--- config.mk ---
export PLATFORM = sky130hd
export DESIGN_NAME = frame_buffer_writer
export DESIGN_NICKNAME = d
export VERILOG_FILES = /design/src/rtl/frame_buffer_writer.sv
export SDC_FILE = /design/constraint.sdc
export NUM_CORES = 1
export LEC_CHECK = 0
export ABC_AREA = 1
export BUFFER_PORTS_ARGS = -buffer_cell sky130_fd_sc_hd__clkbuf_2
export CORE_MARGIN = 3
export CORE_UTILIZATION = 47
export CTS_CLUSTER_SIZE = 30
export DETAILED_ROUTE_END_ITERATION = 8
export GPL_TIMING_DRIVEN = 0
export PLACE_DENSITY = 0.63
export SLEW_MARGIN = 30
export SYNTH_ARGS = -nofsm -noshare
export SYNTH_HDL_FRONTEND = slang
export SYNTH_SLANG_ARGS = --single-unit
--- constraint.sdc ---
create_clock -name clk_i -period 4.1 [get_ports clk_i]
set_input_delay 0.41 -clock clk_i [delete_from_list [all_inputs] [get_ports clk_i]]
set_output_delay 0.41 -clock clk_i [all_outputs]
set_load 0.02 [all_outputs]
--- src/rtl/frame_buffer_writer.sv ---
// Raster-order pixel stream to rotated, column-major SRAM writer for the VGA frame memory.
// Each accepted pixel (x,y) lands at BASE + x*H + y one cycle after it is accepted.
module frame_buffer_writer #(
  parameter int D_WIDTH  = 320,
  parameter int D_HEIGHT = 320,
  parameter int D_BASE   = 204800,
  parameter int E_WIDTH  = 640,
  parameter int E_HEIGHT = 320,
  parameter int E_BASE   = 0,
  parameter int ADDR_W   = 19,
  parameter int DATA_W   = 8
) (
  input  logic              clk_i,
  input  logic              rst_i,
  input  logic              start_i,
  input  logic              selected_i,
  input  logic              pix_valid_i,
  input  logic [DATA_W-1:0] pix_data_i,
  output logic              pix_ready_o,
  output logic              mem_we_o,
  output logic [ADDR_W-1:0] mem_address_o,
  output logic [DATA_W-1:0] mem_wdata_o,
  output logic              busy_o,
  output logic              done_o,
  output logic [1:0]        state_o
);

  typedef enum logic [1:0] {
    IDLE  = 2'd0,
    WRITE = 2'd1,
    DONE  = 2'd2
  } state_e;

  localparam logic [ADDR_W-1:0] ONE    = ADDR_W'(1);
  localparam logic [ADDR_W-1:0] D_XMAX = ADDR_W'(D_WIDTH - 1);
  localparam logic [ADDR_W-1:0] D_YMAX = ADDR_W'(D_HEIGHT - 1);
  localparam logic [ADDR_W-1:0] D_STEP = ADDR_W'(D_HEIGHT);
  localparam logic [ADDR_W-1:0] D_BAS  = ADDR_W'(D_BASE);
  localparam logic [ADDR_W-1:0] E_XMAX = ADDR_W'(E_WIDTH - 1);
  localparam logic [ADDR_W-1:0] E_YMAX = ADDR_W'(E_HEIGHT - 1);
  localparam logic [ADDR_W-1:0] E_STEP = ADDR_W'(E_HEIGHT);
  localparam logic [ADDR_W-1:0] E_BAS  = ADDR_W'(E_BASE);

  state_e              state_q, state_d;
  logic                sel_q, sel_d;
  logic [ADDR_W-1:0]   x_q, x_d;
  logic [ADDR_W-1:0]   y_q, y_d;
  logic [ADDR_W-1:0]   addr_q, addr_d;   // address of the next pixel to accept
  logic [ADDR_W-1:0]   row_q, row_d;     // BASE + y: address of column 0 in the current row
  logic                we_q, we_d;
  logic [ADDR_W-1:0]   maddr_q, maddr_d;
  logic [DATA_W-1:0]   wdata_q, wdata_d;

  logic                accept;
  logic [ADDR_W-1:0]   x_max, y_max, step;

  // Handshake: a pixel transfers on a rising edge where pix_valid_i and pix_ready_o
  // are both high; pix_ready_o depends only on state, never on pix_valid_i.
  assign pix_ready_o = (state_q == WRITE);
  assign accept      = pix_ready_o && pix_valid_i;
  assign busy_o      = (state_q != IDLE);
  assign done_o      = (state_q == DONE);
  assign state_o     = state_q;

  assign mem_we_o      = we_q;
  assign mem_address_o = maddr_q;
  assign mem_wdata_o   = wdata_q;

  assign x_max = sel_q ? E_XMAX : D_XMAX;
  assign y_max = sel_q ? E_YMAX : D_YMAX;
  assign step  = sel_q ? E_STEP : D_STEP;

  always_comb begin
    state_d = state_q;
    sel_d   = sel_q;
    x_d     = x_q;
    y_d     = y_q;
    addr_d  = addr_q;
    row_d   = row_q;
    we_d    = 1'b0;
    maddr_d = maddr_q;
    wdata_d = wdata_q;

    case (state_q)
      IDLE: begin
        if (start_i) begin
          sel_d   = selected_i;
          x_d     = '0;
          y_d     = '0;
          addr_d  = selected_i ? E_BAS : D_BAS;
          row_d   = selected_i ? E_BAS : D_BAS;
          state_d = WRITE;
        end
      end
      WRITE: begin
        if (accept) begin
          we_d    = 1'b1;
          maddr_d = addr_q;
          wdata_d = pix_data_i;
          if (x_q == x_max) begin
            // Row wrap: the next column-0 address is one past this row's start.
            x_d    = '0;
            y_d    = y_q + ONE;
            row_d  = row_q + ONE;
            addr_d = row_q + ONE;
            if (y_q == y_max) begin
              state_d = DONE;
            end
          end else begin
            x_d    = x_q + ONE;
            addr_d = addr_q + step;
          end
        end
      end
      DONE: begin
        state_d = IDLE;
      end
      default: begin
        state_d = IDLE;
      end
    endcase
  end

  always_ff @(posedge clk_i or posedge rst_i) begin
    if (rst_i) begin
      state_q <= IDLE;
      sel_q   <= 1'b0;
      x_q     <= '0;
      y_q     <= '0;
      addr_q  <= '0;
      row_q   <= '0;
      we_q    <= 1'b0;
      maddr_q <= '0;
      wdata_q <= '0;
    end else begin
      state_q <= state_d;
      sel_q   <= sel_d;
      x_q     <= x_d;
      y_q     <= y_d;
      addr_q  <= addr_d;
      row_q   <= row_d;
      we_q    <= we_d;
      maddr_q <= maddr_d;
      wdata_q <= wdata_d;
    end
  end

endmodule

==> run_summary.xml, run 1 <==
<?xml version="1.0" encoding="UTF-8"?>
<metrics>
  <group name="final_layout">
    <metric name="highest_count_cells_in_the_layout_ignoring_fill_and_taps" unit="">sky130_fd_sc_hd__nand2_1, sky130_fd_sc_hd__dfrtp_1, sky130_fd_sc_hd__inv_1, sky130_fd_sc_hd__nor2_1, sky130_fd_sc_hd__nand3_1</metric>
    <metric name="drive_gt1_share" unit="%">10.96</metric>
    <metric name="final_common_cell" unit="">sky130_fd_sc_hd__nand2_1</metric>
    <metric name="multi_input_area" unit="um2">2555</metric>
    <metric name="final_cell_count_no_fill" unit="">946</metric>
    <metric name="seqCellArea" unit="um2">2678</metric>
    <metric name="total_inserted_antenna_cells" unit="">0</metric>
    <metric name="finalInstanceArea" unit="um2">6381</metric>
    <metric name="utilization" unit="%">54.95</metric>
    <metric name="fillerInstances" unit="">1145</metric>
    <metric name="final_nets" unit="">815</metric>
    <metric name="area_growth_syn_to_layout" unit="%">12.61</metric>
  </group>
  <group name="synthesis">
    <metric name="synth_warnings" unit="">0</metric>
    <metric name="synth_sequential_area_ratio" unit="%">47.25</metric>
    <metric name="synthesis.instances" unit="">741</metric>
    <metric name="syn_area_per_cell" unit="um2">7.647</metric>
    <metric name="synth.lib_cells_used.distinct" unit="">34</metric>
    <metric name="synth_fp_nets" unit="">758</metric>
    <metric name="postSynthRegisterBits" unit="">107</metric>
    <metric name="syn-cell-area" unit="um2">5667</metric>
  </group>
  <group name="die">
    <metric name="initial_core_util" unit="%">48.79</metric>
    <metric name="num_io_pins" unit="">46</metric>
    <metric name="placement_rows" unit="">39</metric>
    <metric name="die-area" unit="um2">13410</metric>
    <metric name="fp.coreArea" unit="um2">11610</metric>
    <metric name="die_width" unit="um">115.8</metric>
    <metric name="die_h" unit="um">115.8</metric>
  </group>
  <group name="worst_setup_path">
    <metric name="worst_endpoint_data_arrival_time" unit="ns">1.95</metric>
    <metric name="cp.required" unit="ns">3.69</metric>
    <metric name="crit_path_max_fanout" unit="">10</metric>
    <metric name="r2r_slack" unit="ns">1.97</metric>
    <metric name="timing.critical_path.from_type" unit="">register</metric>
    <metric name="criticalPathCategory" unit="">register to output port</metric>
    <metric name="crit_path_end_kind" unit="">output port</metric>
  </group>
  <group name="sta">
    <metric name="layout_worst_path_cycle_share" unit="%">57.51</metric>
    <metric name="final.min_clock_period" unit="ns">2.358</metric>
    <metric name="fin_worst_hold_slack" unit="ns">0.1050</metric>
    <metric name="fmax" unit="MHz">424.1</metric>
    <metric name="totalNegativeSetupSlack" unit="ns">0</metric>
    <metric name="rsz_0062_raised_after_global_routing" unit="">false</metric>
    <metric name="tightest_slew" unit="ns">0.6709</metric>
    <metric name="setup_slack" unit="ns">1.742</metric>
    <metric name="finalSetupViolCount" unit="">0</metric>
    <metric name="hold_violations" unit="">0</metric>
    <metric name="worst_slew_margin_rel" unit="%">55.28</metric>
    <metric name="finClkSkew" unit="ns">0.007174</metric>
    <metric name="final-max-slew-violation-count" unit="">0</metric>
  </group>
  <group name="drt">
    <metric name="final_antenna_net_count" unit="">0</metric>
    <metric name="avgRoutedWirePerCell" unit="um">13.93</metric>
    <metric name="drt_first_iter_violations" unit="">384</metric>
    <metric name="wirelength" unit="um">13180</metric>
    <metric name="post_drt_via_cell_ratio" unit="">5.138</metric>
    <metric name="drc_errors" unit="">0</metric>
    <metric name="num_vias" unit="">4861</metric>
    <metric name="detail_route.first_pass.iterations" unit="">5</metric>
  </group>
  <group name="cts">
    <metric name="number_of_buffers_created_by_cts" unit="">9</metric>
    <metric name="cts_root_buffer" unit="">sky130_fd_sc_hd__clkbuf_16</metric>
    <metric name="cts.sinks" unit="">107</metric>
    <metric name="cts.hold.buffers_added" unit="">0</metric>
    <metric name="clock_tree.htree_level_count" unit="">3</metric>
    <metric name="clk_transition_reported_paths" unit="ns">0.07</metric>
    <metric name="cts.repair_timing.setup_buffer_count" unit="">0</metric>
    <metric name="clk_lat_worst_skew" unit="ns">0.36</metric>
    <metric name="cts_tree" unit="">done</metric>
    <metric name="cts_buffer_depth" unit="">2</metric>
    <metric name="cts-resized-gates" unit="">0</metric>
  </group>
  <group name="placement">
    <metric name="placed_area" unit="um2">6103</metric>
    <metric name="port_buffers" unit="">45</metric>
    <metric name="dp.cells" unit="">930</metric>
    <metric name="pre_cts_slack" unit="ns">1.983</metric>
    <metric name="post-dp-hpwl" unit="um">9809</metric>
    <metric name="gpl.final_weighted_congestion" unit="">0.9465</metric>
  </group>
  <group name="global_routing">
    <metric name="track_usage" unit="%">21.43</metric>
    <metric name="first_global_vias" unit="">4698</metric>
    <metric name="antenna_found_initial" unit="">0</metric>
    <metric name="grt_max_degree" unit="">60</metric>
    <metric name="gr-total-overflow" unit="">0</metric>
    <metric name="global_route_wire_length_before_repair" unit="um">22770</metric>
  </group>
  <group name="worst_hold_path">
    <metric name="worstHoldPathType" unit="">input port to async pin</metric>
  </group>
  <group name="flow_run">
    <metric name="max_cap_violations" unit="">0</metric>
  </group>
  <group name="outcome">
    <metric name="outcome" unit="">finished clean</metric>
  </group>
  <group name="power_and_ir_drop">
    <metric name="p_leak" unit="nW">3.067</metric>
    <metric name="power_density_normalized_to_cell_area" unit="nW/um2">426.9</metric>
    <metric name="irDropWorstVdd" unit="mV">0.1755</metric>
    <metric name="p_total" unit="mW">2.724</metric>
  </group>
</metrics>
Yosys cell counts:
cell                         n  area, um2
sky130_fd_sc_hd__o21ai_0    54      270.3
sky130_fd_sc_hd__nor3_1     17      85.08
sky130_fd_sc_hd__ha_1        4      50.05
sky130_fd_sc_hd__o22ai_1     1      6.260
sky130_fd_sc_hd__or2_2       2      12.51
sky130_fd_sc_hd__buf_1       1      3.750
sky130_fd_sc_hd__nor2_8      1      20.02
sky130_fd_sc_hd__nor3_4      1      16.27
sky130_fd_sc_hd__a31oi_1     2      12.51
sky130_fd_sc_hd__a21oi_1     8      40.04
sky130_fd_sc_hd__o21ai_1    11      55.05
sky130_fd_sc_hd__o21bai_1    1      7.510
sky130_fd_sc_hd__o211ai_1    6      45.04
sky130_fd_sc_hd__a21oi_4     1      16.27
sky130_fd_sc_hd__nor2_2      1      6.260
sky130_fd_sc_hd__inv_2       3      11.26
sky130_fd_sc_hd__o21ai_2     3      26.28
sky130_fd_sc_hd__nor2_1     78      292.8
sky130_fd_sc_hd__xor2_1     25      219.0
sky130_fd_sc_hd__o221ai_1    2      17.52
sky130_fd_sc_hd__buf_6       4      45.04
sky130_fd_sc_hd__nand2_2     1      6.260
sky130_fd_sc_hd__nor3b_1     1      7.510
sky130_fd_sc_hd__clkbuf_1    7      26.28
sky130_fd_sc_hd__buf_2       2      10.01
sky130_fd_sc_hd__dfrtp_1   107       2678
sky130_fd_sc_hd__nand3_4     1      17.52
sky130_fd_sc_hd__nand4_1    18      112.6
sky130_fd_sc_hd__nand2_4     1      11.26
sky130_fd_sc_hd__xnor2_1     8      70.07
sky130_fd_sc_hd__inv_1      82      307.8
sky130_fd_sc_hd__nand2_1   228      855.8
sky130_fd_sc_hd__buf_4       4      30.03
sky130_fd_sc_hd__nand3_1    55      275.3
final cells by class:
type                            count  area share, %
Buffer                             18          1.804
Clock inverter                      7         0.8235
Inverter                           85          5.078
Sequential cell                   107          41.96
Clock buffer                        9          3.529
Tap cell                          143          2.804
Timing Repair Buffer               46          3.961
Multi-Input combinational cell    531          40.04
logic make-up (layout without fill, tap and decap cells):
| group | count (synthesis) | in the layout | share of synthesized area, % |
|---|---|---|---|
| buffers and inverters | 103 | 165 | 7.662 |
| adder cells (fa/ha/maj) | 4 | 4 | 0.8832 |
| flip-flops | 107 | 107 | 47.25 |
| AO/OA/AOI/OAI | 89 | 89 | 8.766 |
| XOR/XNOR | 33 | 33 | 5.101 |
| AND/OR/NAND/NOR | 405 | 405 | 30.34 |
critical path, cell delays in order, from the launching register on:
cell                       delay, ns
sky130_fd_sc_hd__dfrtp_1        0.51
sky130_fd_sc_hd__nand2_4        0.17
sky130_fd_sc_hd__inv_1          0.10
sky130_fd_sc_hd__clkbuf_1       0.52
sky130_fd_sc_hd__clkbuf_2       0.29
power by group:
part	internal, mW	total [mW]	switching [mW]
sequential	1.22	1.37	0.148
combinational	0.201	0.533	0.333
clock	0.414	0.822	0.408
total	1.84	2.72	0.889
per-layer routing:
layer	wire [um]	global-route usage, %
met5	0	0
met4	201	6.806
met3	485	3.081
met2	6062	34.25
met1	6432	30.29
path summary, 6_finish.rpt:
check                           cells after the start                  startpoint                    endpoint
worst max-delay path                                4      state_o[0]$_DFFE_PP0P_                 pix_ready_o
worst min-delay path                                2                       rst_i  mem_wdata_o[2]$_DFFE_PP0P_
worst max register to register                      8          x_q[0]$_DFFE_PP0P_      addr_q[14]$_DFFE_PP0P_
worst min register to register                      2  mem_wdata_o[4]$_DFFE_PP0P_  mem_wdata_o[4]$_DFFE_PP0P_
max in group asynchronous                           3                       rst_i          x_q[4]$_DFFE_PP0P_
min in group clk_i                                  3               pix_data_i[0]  mem_wdata_o[0]$_DFFE_PP0P_
flip-flops by register name (all words and copies together) (netlist names):
| name | flops |
|---|---|
| state_o | 2 |
| addr_q | 19 |
| mem_we_o | 1 |
| mem_wdata_o | 8 |
| mem_address_o | 19 |
| row_q | 19 |
| x_q | 19 |
| sel_q | 1 |
| y_q | 19 |
(Power assumes the default switching activity.)
==> inputs of run 2 (changes only) <==
Settings changed: PLACE_DENSITY 0.63 to 0.66.
Clock period 4.1 ns to 2.05 ns, I/O delays scaled along.
==> run 2 against run 1 <==
- first-iteration DRC count shrank 21%
- routed wire length grew 0.70%
- final cell count grew 1.2%
- critical path depth grew 6
- largest cell class unchanged
- highest routed layer unchanged
==> run_summary.xml, run 2 (same netlist as run 1, synthesis figures left out) <==
<?xml version="1.0" encoding="UTF-8"?>
<metrics>
  <group name="global_routing">
    <metric name="global_route_wire_length_before_repair" unit="um">23080</metric>
    <metric name="first_global_vias" unit="">4899</metric>
    <metric name="track_usage" unit="%">21.59</metric>
    <metric name="antenna_found_initial" unit="">0</metric>
    <metric name="gr-total-overflow" unit="">0</metric>
    <metric name="grt_max_degree" unit="">29</metric>
  </group>
  <group name="placement">
    <metric name="post-dp-hpwl" unit="um">9894</metric>
    <metric name="port_buffers" unit="">45</metric>
    <metric name="pre_cts_slack" unit="ns">-0.06019</metric>
    <metric name="gpl.final_weighted_congestion" unit="">0.9304</metric>
    <metric name="placed_area" unit="um2">6162</metric>
  </group>
  <group name="power_and_ir_drop">
    <metric name="power_density_normalized_to_cell_area" unit="nW/um2">861.7</metric>
    <metric name="p_leak" unit="nW">3.156</metric>
    <metric name="irDropWorstVdd" unit="mV">0.3820</metric>
    <metric name="p_total" unit="mW">5.650</metric>
  </group>
  <group name="final_layout">
    <metric name="area_growth_syn_to_layout" unit="%">15.70</metric>
    <metric name="finalInstanceArea" unit="um2">6556</metric>
    <metric name="final_nets" unit="">826</metric>
    <metric name="drive_gt1_share" unit="%">13.02</metric>
    <metric name="final_common_cell" unit="">sky130_fd_sc_hd__nand2_1</metric>
    <metric name="total_inserted_antenna_cells" unit="">0</metric>
    <metric name="highest_count_cells_in_the_layout_ignoring_fill_and_taps" unit="">sky130_fd_sc_hd__nand2_1, sky130_fd_sc_hd__dfrtp_1, sky130_fd_sc_hd__inv_1, sky130_fd_sc_hd__nor2_1, sky130_fd_sc_hd__nand3_1</metric>
  </group>
  <group name="worst_setup_path">
    <metric name="critical-path-slowest-cell" unit="">sky130_fd_sc_hd__dfrtp_1</metric>
    <metric name="worst_endpoint_data_arrival_time" unit="ns">2.16</metric>
    <metric name="timing.critical_path.from_type" unit="">register</metric>
    <metric name="crit_chain" unit="">inv_1 &gt; nand2_4 &gt; nor2_8 &gt; inv_2 &gt; nand2_2 &gt; inv_2 &gt; buf_6 &gt; a21oi_4 &gt; buf_4 &gt; nor3_1</metric>
    <metric name="crit_path_max_fanout" unit="">10</metric>
    <metric name="worst-r2r-cell-count" unit="">10</metric>
    <metric name="slowest_delay" unit="ns">0.40</metric>
    <metric name="crit_cells" unit="">10</metric>
    <metric name="cell_type_group_with_the_largest_total_delay_on_the_critical_path" unit="">buffers and inverters</metric>
    <metric name="cp.required" unit="ns">2.29</metric>
    <metric name="critical_path.most_common_cell" unit="">sky130_fd_sc_hd__inv_2</metric>
    <metric name="timing.critical_path.buf_inv" unit="">5</metric>
    <metric name="crit_path_end_kind" unit="">register</metric>
    <metric name="worst_setup_path_startpoint" unit="">state_o[1]$_DFFE_PP0P_</metric>
    <metric name="criticalPathCategory" unit="">register to register</metric>
    <metric name="reg2reg_from" unit="">state_o[1]$_DFFE_PP0P_</metric>
  </group>
  <group name="sta">
    <metric name="setup_slack" unit="ns">0.1333</metric>
    <metric name="finClkSkew" unit="ns">0.008082</metric>
    <metric name="finalSetupViolCount" unit="">0</metric>
    <metric name="rsz_0062_raised_after_global_routing" unit="">false</metric>
    <metric name="tightest_slew" unit="ns">0.5027</metric>
    <metric name="worst_slew_margin_rel" unit="%">66.26</metric>
    <metric name="fmax" unit="MHz">521.7</metric>
    <metric name="fin_worst_hold_slack" unit="ns">0.03848</metric>
    <metric name="layout_worst_path_cycle_share" unit="%">93.50</metric>
    <metric name="final.min_clock_period" unit="ns">1.917</metric>
    <metric name="final-max-slew-violation-count" unit="">0</metric>
    <metric name="hold_violations" unit="">0</metric>
  </group>
  <group name="cts">
    <metric name="cts_tree" unit="">done</metric>
    <metric name="clk_lat_worst_skew" unit="ns">0.36</metric>
    <metric name="clk_transition_reported_paths" unit="ns">0.08</metric>
    <metric name="number_of_buffers_created_by_cts" unit="">9</metric>
    <metric name="clock_tree.htree_level_count" unit="">3</metric>
    <metric name="cts.sinks" unit="">107</metric>
    <metric name="cts_root_buffer" unit="">sky130_fd_sc_hd__clkbuf_16</metric>
    <metric name="cts_buffer_depth" unit="">2</metric>
  </group>
  <group name="drt">
    <metric name="drt_first_iter_violations" unit="">305</metric>
    <metric name="detail_route.first_pass.iterations" unit="">5</metric>
    <metric name="final_antenna_net_count" unit="">0</metric>
    <metric name="num_vias" unit="">4932</metric>
    <metric name="post_drt_via_cell_ratio" unit="">5.154</metric>
    <metric name="wirelength" unit="um">13270</metric>
    <metric name="drc_errors" unit="">0</metric>
    <metric name="avgRoutedWirePerCell" unit="um">13.87</metric>
  </group>
  <group name="die">
    <metric name="placement_rows" unit="">39</metric>
    <metric name="num_io_pins" unit="">46</metric>
    <metric name="die_h" unit="um">115.8</metric>
    <metric name="die-area" unit="um2">13410</metric>
    <metric name="initial_core_util" unit="%">48.79</metric>
    <metric name="fp.coreArea" unit="um2">11610</metric>
    <metric name="die_width" unit="um">115.8</metric>
  </group>
  <group name="worst_hold_path">
    <metric name="hold-path-cell-count" unit="">3</metric>
    <metric name="worstHoldPathType" unit="">input port to register</metric>
    <metric name="hold_start" unit="">pix_data_i[4]</metric>
  </group>
  <group name="flow_run">
    <metric name="max_cap_violations" unit="">0</metric>
  </group>
  <group name="outcome">
    <metric name="outcome" unit="">finished clean</metric>
  </group>
</metrics>
==> run 2: changes by cell type in the layout (fill, tap and decap cells not counted), sizes merged <==
cell         delta
inv             +1
dlygate4sd3     +1
bufinv          +1
clkinvlp        -2
buf            +10
==> run 2: final timing paths <==
| kind | to | slack (ns) |
|---|---|---|
| worst min-delay path | mem_wdata_o[4]$_DFFE_PP0P_ | 0.04 |
| worst min register to register | mem_address_o[1]$_DFFE_PP0P_ | 0.47 |
| max in group asynchronous | mem_address_o[11]$_DFFE_PP0P_ | 0.92 |
| worst max register to register | x_q[9]$_DFFE_PP0P_ | 0.13 |
| min in group asynchronous | y_q[3]$_DFFE_PP0P_ | 0.32 |
| worst max-delay path | x_q[9]$_DFFE_PP0P_ | 0.13 |
==> run 2: worst register-to-register path, stage by stage (launching register included) <==
cell and delay (ns):
sky130_fd_sc_hd__dfrtp_1 0.40, sky130_fd_sc_hd__inv_1 0.11, sky130_fd_sc_hd__nand2_4 0.13, sky130_fd_sc_hd__nor2_8 0.19, sky130_fd_sc_hd__inv_2 0.14, sky130_fd_sc_hd__nand2_2 0.11
sky130_fd_sc_hd__inv_2 0.06, sky130_fd_sc_hd__buf_6 0.15, sky130_fd_sc_hd__a21oi_4 0.23, sky130_fd_sc_hd__buf_4 0.22, sky130_fd_sc_hd__nor3_1 0.07
==> run 2: per-layer routing <==
layer	global-route usage, %	share of wire (%)	vias to the layer above	wire (um)
met4	8.430	2.0	0	268
met1	29.19	48	2294	6321
met2	34.45	46	110	6093
met3	4.178	4.4	21	588
met5	0	0	-	0
li1	-	-	2507	-
==> run 2: area by class of cell <==
type	instances	area [um2]
buffer	18	122.6
clock buffer	9	225.2
clock inverter	7	83.83
fill	1080	5057
inverter	85	322.8
multi-input combinational	531	2567
sequential	107	2680
tap	143	178.9
timing repair buffer	57	375.4
==> run 2: metrics by stage <==
stage / util, % / TNS (ns) / std cells
floorplan: - / 0 / 741
global placement: 52.31 / -15.67 / 929
detailed placement: 53.06 / -0.1721 / 933
CTS: 55.90 / 0 / 950
global route: 56.45 / 0 / 957
finish: 56.45 / 0 / 957
==> run 2: timing repair <==
item | CTS | global route
setup buffers | 0 | 7
endpoints found under the hold margin | 9 | 0
resized for setup | 6 | 4
hold buffers | 1 | 0
setup endpoints to repair | 20 | 69
pin swaps | 0 | 3
==> run 2: power breakdown <==
group          switching, mW  internal [mW]
clock network          0.846          0.970
logic                  0.679          0.416
registers              0.297           2.44
total                   1.82           3.83
==> inputs of run 3 (changes only) <==
Settings changed: PLACE_DENSITY 0.66 to default, PLACE_DENSITY_LB_ADDON from default to 0.15, RECOVER_POWER from default to 100.
==> run 3 against run 2 <==
- combinational power fell by 4%
- sequential power barely moved
- critical path depth fell by 2
- largest cell class unchanged
- critical path type unchanged
- routed wire length rose by 0.84%
==> run_summary.xml, run 3 (same netlist as run 1, synthesis figures left out) <==
<?xml version="1.0" encoding="UTF-8"?>
<metrics>
  <group name="drt">
    <metric name="drc_errors" unit="">0</metric>
    <metric name="detail_route.first_pass.iterations" unit="">8</metric>
    <metric name="wl_met3" unit="um">583</metric>
    <metric name="maxUsedRoutingLayer" unit="">met4</metric>
    <metric name="avgRoutedWirePerCell" unit="um">14.04</metric>
    <metric name="met1_length" unit="um">6458</metric>
    <metric name="num_vias" unit="">4947</metric>
    <metric name="met2_wirelength" unit="um">6126</metric>
    <metric name="post_drt_via_cell_ratio" unit="">5.191</metric>
    <metric name="final_antenna_net_count" unit="">0</metric>
    <metric name="wirelength" unit="um">13380</metric>
    <metric name="drt_first_iter_violations" unit="">356</metric>
  </group>
  <group name="sta">
    <metric name="setup_slack" unit="ns">0.1202</metric>
    <metric name="layout_worst_path_cycle_share" unit="%">94.14</metric>
    <metric name="tightest_slew" unit="ns">0.7531</metric>
    <metric name="final.min_clock_period" unit="ns">1.930</metric>
    <metric name="final-max-slew-violation-count" unit="">0</metric>
    <metric name="rsz_0062_raised_after_global_routing" unit="">false</metric>
    <metric name="totalNegativeSetupSlack" unit="ns">0</metric>
    <metric name="worst_slew_margin_rel" unit="%">49.79</metric>
    <metric name="fmax" unit="MHz">518.2</metric>
    <metric name="finalSetupViolCount" unit="">0</metric>
    <metric name="hold_violations" unit="">0</metric>
    <metric name="finClkSkew" unit="ns">0.006775</metric>
  </group>
  <group name="final_layout">
    <metric name="final_nets" unit="">823</metric>
    <metric name="area_growth_syn_to_layout" unit="%">13.65</metric>
    <metric name="multi_input_area" unit="um2">2567</metric>
    <metric name="fillerInstances" unit="">1093</metric>
    <metric name="final_common_cell" unit="">sky130_fd_sc_hd__nand2_1</metric>
    <metric name="seqCellArea" unit="um2">2679</metric>
    <metric name="final_cell_count_no_fill" unit="">953</metric>
    <metric name="highest_count_cells_in_the_layout_ignoring_fill_and_taps" unit="">sky130_fd_sc_hd__nand2_1, sky130_fd_sc_hd__dfrtp_1, sky130_fd_sc_hd__inv_1, sky130_fd_sc_hd__nor2_1, sky130_fd_sc_hd__o21ai_0</metric>
    <metric name="finalInstanceArea" unit="um2">6440</metric>
    <metric name="drive_gt1_share" unit="%">8.148</metric>
    <metric name="total_inserted_antenna_cells" unit="">0</metric>
  </group>
  <group name="die">
    <metric name="initial_core_util" unit="%">48.79</metric>
    <metric name="fp.coreArea" unit="um2">11610</metric>
    <metric name="die-area" unit="um2">13410</metric>
    <metric name="num_io_pins" unit="">46</metric>
    <metric name="die_width" unit="um">115.8</metric>
    <metric name="placement_rows" unit="">39</metric>
    <metric name="die_h" unit="um">115.8</metric>
  </group>
  <group name="power_and_ir_drop">
    <metric name="power_density_normalized_to_cell_area" unit="nW/um2">875.1</metric>
    <metric name="p_leak" unit="nW">3.027</metric>
    <metric name="power.combinational.fraction" unit="%">18.7</metric>
    <metric name="intPower" unit="mW">3.919</metric>
    <metric name="irDropWorstVdd" unit="mV">0.4582</metric>
    <metric name="sw_frac_of_total" unit="%">30.45</metric>
    <metric name="share_seq_of_total_power" unit="%">48.7</metric>
    <metric name="share_clk_of_total_power" unit="%">32.7</metric>
    <metric name="power_switching" unit="mW">1.716</metric>
    <metric name="p_total" unit="mW">5.636</metric>
  </group>
  <group name="worst_setup_path">
    <metric name="criticalPathCategory" unit="">register to register</metric>
    <metric name="crit_path_end_kind" unit="">register</metric>
    <metric name="worst-r2r-cell-count" unit="">8</metric>
    <metric name="timing.critical_path.from_type" unit="">register</metric>
    <metric name="crit_path_max_fanout" unit="">9</metric>
    <metric name="cp.required" unit="ns">2.31</metric>
    <metric name="worst_endpoint_data_arrival_time" unit="ns">2.19</metric>
  </group>
  <group name="placement">
    <metric name="dp.cells" unit="">933</metric>
    <metric name="port_buffers" unit="">45</metric>
    <metric name="gpl.final_weighted_congestion" unit="">0.9203</metric>
    <metric name="placed_area" unit="um2">6170</metric>
    <metric name="pre_cts_slack" unit="ns">-0.02916</metric>
    <metric name="post-dp-hpwl" unit="um">9944</metric>
  </group>
  <group name="global_routing">
    <metric name="first_global_vias" unit="">4577</metric>
    <metric name="track_usage" unit="%">21.23</metric>
    <metric name="global_route_wire_length_before_repair" unit="um">22560</metric>
    <metric name="antenna_found_initial" unit="">0</metric>
    <metric name="grt_max_degree" unit="">30</metric>
    <metric name="gr-total-overflow" unit="">0</metric>
  </group>
  <group name="cts">
    <metric name="number_of_buffers_created_by_cts" unit="">9</metric>
    <metric name="clk_lat_worst_skew" unit="ns">0.35</metric>
    <metric name="clk_transition_reported_paths" unit="ns">0.07</metric>
    <metric name="cts_root_buffer" unit="">sky130_fd_sc_hd__clkbuf_16</metric>
    <metric name="clock_tree.htree_level_count" unit="">3</metric>
    <metric name="cts.sinks" unit="">107</metric>
    <metric name="cts_tree" unit="">done</metric>
    <metric name="cts_buffer_depth" unit="">2</metric>
  </group>
  <group name="worst_hold_path">
    <metric name="worstHoldPathType" unit="">input port to register</metric>
    <metric name="hold-path-cell-count" unit="">3</metric>
  </group>
  <group name="outcome">
    <metric name="outcome" unit="">finished clean</metric>
  </group>
  <group name="flow_run">
    <metric name="max_cap_violations" unit="">0</metric>
  </group>
</metrics>
==> run 3: worst paths after layout <==
path | slack (ns) | endpoint | startpoint
max in group asynchronous | 0.39 | addr_q[7]$_DFFE_PP0P_ | rst_i
min reg2reg | 0.47 | mem_wdata_o[0]$_DFFE_PP0P_ | mem_wdata_o[0]$_DFFE_PP0P_
max reg2reg | 0.12 | addr_q[11]$_DFFE_PP0P_ | state_o[1]$_DFFE_PP0P_
max | 0.12 | addr_q[11]$_DFFE_PP0P_ | state_o[1]$_DFFE_PP0P_
min in group asynchronous | 0.45 | y_q[0]$_DFFE_PP0P_ | rst_i
min | 0.05 | mem_wdata_o[2]$_DFFE_PP0P_ | pix_data_i[2]
==> run 3: per-stage QoR <==
stage | util (%) | hold WS (ns)
finish | 55.45 | 0.05079
global route | 55.45 | 0.05621
CTS | 56.01 | 0.04519
detailed placement | 53.12 | 0.2225
global placement | 52.31 | 0.4081
floorplan | - | 0.3218
==> run 3: per-layer routing <==
metal | vias to the layer above | track usage, %
met5 | - | 0
met4 | 0 | 6.651
met3 | 21 | 3.394
met2 | 131 | 33.87
met1 | 2295 | 29.91
li1 | 2500 | -
==> run 3: critical path, cell delays in order (launching register included) <==
cell and delay, ns:
sky130_fd_sc_hd__dfrtp_1 0.40, sky130_fd_sc_hd__inv_1 0.12, sky130_fd_sc_hd__nand2_4 0.13, sky130_fd_sc_hd__nor2_8 0.15, sky130_fd_sc_hd__clkbuf_2 0.28, sky130_fd_sc_hd__nand4_1 0.26
sky130_fd_sc_hd__inv_1 0.23, sky130_fd_sc_hd__nand3_1 0.15, sky130_fd_sc_hd__o211ai_1 0.13
==> run 3: power by group through the flow <==
| stage | clock network [mW] | logic (mW) | registers (mW) |
|---|---|---|---|
| floorplan | 0 | 0.679 | 2.83 |
| global placement | 0 | 1.04 | 2.76 |
| detailed placement | 0 | 1.10 | 2.77 |
| CTS | 1.88 | 1.10 | 2.74 |
| global route | 1.97 | 1.21 | 2.79 |
| finish | 1.84 | 1.05 | 2.74 |
==> run 3: cell type report <==
cell class | count | area share [%]
Timing Repair Buffer | 54 | 4.119
Tap cell | 143 | 2.778
Inverter | 85 | 4.974
Buffer | 18 | 1.846
Clock buffer | 13 | 3.886
Sequential cell | 107 | 41.60
Multi-Input combinational cell | 531 | 39.87
Clock inverter | 2 | 0.9326
==> run 3: what timing repair did <==
item	CTS	global route
hold buffers	1	0
setup endpoints to repair	21	50
pin swaps	1	3
resized for setup	5	4
hold endpoints to repair	11	0
buffers inserted	1	3
